$ cat src/rtl/io_wait_state_generator.sv
// rtl/io_wait_state_generator.sv - I/O channel ready generator for I/O and slow-memory cycles
module io_wait_state_generator #(
    parameter logic [3:0] IO_WAIT_CYCLES  = 4'd4,
    parameter logic [3:0] MEM_WAIT_CYCLES = 4'd1,
    parameter logic [3:0] SLOW_MEM_SEG    = 4'hB,
    parameter logic [7:0] TIMEOUT_CYCLES  = 8'd255
) (
    input  logic        clock,
    input  logic        reset,
    input  logic [19:0] address,
    input  logic        io_read_n,
    input  logic        io_write_n,
    input  logic        memory_read_n,
    input  logic        memory_write_n,
    input  logic        dma_cycle,
    input  logic        device_not_ready,
    output logic        io_channel_ready,
    output logic        wait_active,
    output logic        bus_timeout
);

    typedef enum logic [1:0] {S_IDLE, S_WAIT, S_HOLD, S_DONE} state_t;

    state_t     state, state_next;
    logic [3:0] wait_cnt, wait_cnt_next;
    logic [7:0] to_cnt, to_cnt_next;
    logic       ready_next, timeout_next;
    logic       cmd_io, cmd_mem, cmd, cmd_d, start;
    logic [3:0] load_value;
    logic       unused_address_bits;

    assign cmd_io     = ~io_read_n | ~io_write_n;
    assign cmd_mem    = (~memory_read_n | ~memory_write_n) & (address[19:16] == SLOW_MEM_SEG);
    assign cmd        = cmd_io | cmd_mem;
    assign start      = cmd & ~cmd_d;
    assign load_value = cmd_io ? IO_WAIT_CYCLES : MEM_WAIT_CYCLES;
    assign unused_address_bits = ^address[15:0];

    // Dropping the command always wins, so an aborted cycle never reports a timeout.
    always_comb begin
        state_next    = state;
        wait_cnt_next = wait_cnt;
        to_cnt_next   = to_cnt;
        ready_next    = 1'b1;
        timeout_next  = 1'b0;
        case (state)
            S_IDLE: begin
                if (start) begin
                    if (dma_cycle || (load_value == 4'd0)) begin
                        state_next = S_DONE;
                    end else begin
                        state_next    = S_WAIT;
                        wait_cnt_next = load_value;
                        ready_next    = 1'b0;
                    end
                end
            end
            S_WAIT: begin
                wait_cnt_next = wait_cnt - 4'd1;
                if (!cmd) begin
                    state_next = S_IDLE;
                end else if (wait_cnt <= 4'd1) begin
                    if (device_not_ready) begin
                        state_next  = S_HOLD;
                        to_cnt_next = 8'd0;
                        ready_next  = 1'b0;
                    end else begin
                        state_next = S_DONE;
                    end
                end else begin
                    ready_next = 1'b0;
                end
            end
            S_HOLD: begin
                if (!cmd) begin
                    state_next = S_IDLE;
                end else if (!device_not_ready) begin
                    state_next = S_DONE;
                end else if (to_cnt == (TIMEOUT_CYCLES - 8'd1)) begin
                    state_next   = S_DONE;
                    timeout_next = 1'b1;
                end else begin
                    ready_next = 1'b0;
                    if (to_cnt != 8'hFF) begin
                        to_cnt_next = to_cnt + 8'd1;
                    end
                end
            end
            S_DONE: begin
                if (!cmd) begin
                    state_next = S_IDLE;
                end
            end
            default: state_next = S_IDLE;
        endcase
    end

    always_ff @(posedge clock) begin
        if (reset) begin
            state            <= S_IDLE;
            wait_cnt         <= 4'd0;
            to_cnt           <= 8'd0;
            cmd_d            <= 1'b0;
            io_channel_ready <= 1'b1;
            wait_active      <= 1'b0;
            bus_timeout      <= 1'b0;
        end else begin
            state            <= state_next;
            wait_cnt         <= wait_cnt_next;
            to_cnt           <= to_cnt_next;
            cmd_d            <= cmd;
            io_channel_ready <= ready_next;
            wait_active      <= (state_next == S_WAIT) || (state_next == S_HOLD);
            bus_timeout      <= timeout_next;
        end
    end

endmodule
$ cat config.mk
export PLATFORM = sky130hd
export DESIGN_NAME = io_wait_state_generator
export DESIGN_NICKNAME = d
export VERILOG_FILES = /design/src/rtl/io_wait_state_generator.sv
export SDC_FILE = /design/constraint.sdc
export NUM_CORES = 1
export LEC_CHECK = 0
export CORE_ASPECT_RATIO = 1.5
export CORE_UTILIZATION = 40
export CTS_CLUSTER_SIZE = 12
export DETAILED_ROUTE_END_ITERATION = 12
export DONT_BUFFER_PORTS = 1
export SKIP_CTS_REPAIR_TIMING = 1
export SLEW_MARGIN = 20
export SYNTH_ARGS = -nofsm -noshare
export SYNTH_HDL_FRONTEND = slang
export SYNTH_SLANG_ARGS = --single-unit
export TNS_END_PERCENT = 1
$ cat constraint.sdc
create_clock -name clock -period 6.3 [get_ports clock]
set_input_delay 0.63 -clock clock [delete_from_list [all_inputs] [get_ports clock]]
set_output_delay 0.63 -clock clock [all_outputs]
set_load 0.01 [all_outputs]
==> out/results.ini <==
[logic_synthesis]
syn_nets = 152
synth_warnings = 0
avgSynthCellArea_um2 = 8.33
syn-instance-count = 120
synth_area_um2 = 1000
yosys.area.top_type_share = 0.360
synth_area_leaders = dfxtp_1, a21oi_1, ha_1
synth_cell_types = 39
synth-seq-area-share = 0.360
synth_area_leader_cell = dfxtp_1
synth_seq_cells = 18

[timing]
worstMarginPinSlew_ps = 511
setup_violations = 0
period_minus_slack_ps = 2200
skew_ps = 4.73
rsz0062_at_grt = false
finalCritPeriodShare = 0.350
relSlewSlack = 0.656
hold_viol_final = 0
max_freq_ghz = 0.454
slew_viol_final = 0
worst_slack_ps = 4100
setup_tns_ps = 0

[route]
via_count = 888
postRouteAntennaNets = 0
drt-pass1-iter-count = 4
route.detailed.drc = 0
drt_iter0_markers = 16
wire_per_inst_um = 14.0
wirelength_mm = 2.02
viasPerCell = 6.17

[grt]
grt_pass1_wl_mm = 3.56
grt_pass1_vias = 857
grt_max_degree = 14
grt_remaining_overflow = 0
grtUsageTotal = 0.165
antenna_found_initial = 0

[setup_path]
worst_path_dominant_cell_family = simple AND/OR/NAND/NOR gates
critPathRequiredTime_ps = 6530
r2r_cells = 5
cp_max_fo = 13
cp.arrival_ps = 2430
path_buf_inv = 0
cp.depth = 5
worstSetupPathType = register to register
critPathMaxStageDelay_ps = 630
end_kind = register
start_kind = register
worst_path_max_delay_cell = dfxtp_1
cp_cell_sequence = nand2b_4 > or4_4 > a211o_1 > or3_1 > a21oi_1

[placement]
place_area_mm2 = 0.00101
dp_hpwl_mm = 1.57
port_buffers = 0
gp_congestion = 0.761
pre_cts_slack_ps = 4120

[finish]
final_cell_area_mm2 = 0.00105
drive_gt1_frac = 0.0826
final_core_util = 0.458
layout.area.seq_um2 = 360
multi_input_area_um2 = 598
syn_to_final_growth_pct = 4.63
nNetsFinal = 154
antenna_cells = 0
fillerInstances = 235

[die]
die_h_um = 63.2
start_util = 0.437
die_area_mm2 = 0.00271
rows = 21
core_mm2 = 0.00229
fp.dieW_um = 42.8
io_pins = 31

[clock_network]
insertion_delay_ps = 290
clock_sinks = 18
cts_buffer_depth = 2
root_buffer = clkbuf_4
path_clk_slew_ps = 100
cts_tree = done
numCtsBuffers = 3
h-tree-depth = 1

[power]
ir_drop_uv = 127
leakagePower_uw = 0.000360
cellPowerDensity_mw_per_mm2 = 237

[hold_path]
worstHoldPathCells = 1
hp-class = input port to register

[outcome]
status = complete, no violations

[flow_run]
maxCapViolations = 0

## stage by stage
step                hold WS (ps)  total power, uW  std cells
floorplan                    466              172        120
global placement             483              178        140
detailed placement           497              180        140
CTS                          386              249        144
global route                 359              262        144
finish                       388              248        144
## cell usage in the layout (no fill, tap or decap), drive strengths merged, types with 3 or more instances in the layout
cell type and instances:
inv 6, a21oi 11, nor2 11, nand2 5
nor3 5, clkbuf 4, a31oi 3, o21ai 9
a211oi 3, nand3 3, or3 6, ha 4
dfxtp 18
## worst reg2reg max path, stage by stage (launching register included)
cell      delay [ps]
dfxtp_1          630
nand2b_4         130
or4_4            460
a211o_1          390
or3_1            390
a21oi_1          140
## final timing paths
path                   from         to  slack [ps]
setup / recovery   state[0]  to_cnt[6]        4100
hold / removal        reset  to_cnt[0]         390
hold reg to reg   to_cnt[4]  to_cnt[4]         510
setup reg to reg   state[0]  to_cnt[6]        4100
## registers in the layout, indices dropped and copies added, names as in the netlist
register / count
cmd_d: 1
io_channel_ready: 1
state: 2
bus_timeout: 1
to_cnt: 8
wait_cnt: 4
wait_active: 1
## power by group
group	total [uW]	internal [uW]	leakage [uW]	switching, uW
combinational	44.8	20.1	0.000192	24.8
sequential	132	121	0.000147	10.7
clock	70.7	35.2	0.0000210	35.5
## per-layer routing
metal	GRT usage	up-vias	share of wire	wire length (um)
met2	0.299	17	0.52	1040
met1	0.187	419	0.44	897
met3	0.0258	4	0.025	51
met4	0.0586	0	0.014	28
li1	-	448	-	-
met5	0	-	0	0
## cell usage after synthesis (all sizes together)
cell     instances
a2111oi          1
buf              1
and2             1
nand4            2
dfxtp           18
nor2b            2
o221a            1
nor3b            1
o21ai            9
nand3b           1
a21o             1
a21oi           11
or4              1
inv              6
clkbuf           2
nor4             1
nor2            11
nand4b           2
a41o             1
o32ai            1
nor3             5
nand3            3
a2bb2oi          1
o21bai           1
xnor2            2
a21bo            1
ha               4
or2              2
a311o            1
a211o            2
nand2            5
or3              6
and3             2
a31oi            3
or2b             1
a311oi           2
nand2b           2
a211oi           3
## cells by family after synthesis
| group | count (synthesis) | share of synthesized area |
|---|---|---|
| flip-flops | 18 | 0.360 |
| buffers and inverters | 9 | 0.0413 |
| AO/OA/AOI/OAI | 39 | 0.259 |
| adder cells (fa/ha/maj) | 4 | 0.0501 |
| XOR/XNOR | 2 | 0.0175 |
| AND/OR/NAND/NOR | 48 | 0.272 |
## layout make-up
cell class / instances / share of cell area
Multi-Input combinational cell: 93 / 0.572
Tap cell: 23 / 0.0275
Inverter: 6 / 0.0215
Clock buffer: 4 / 0.0347
Sequential cell: 18 / 0.344
No activity file was read; power rests on OpenSTA's default activity.
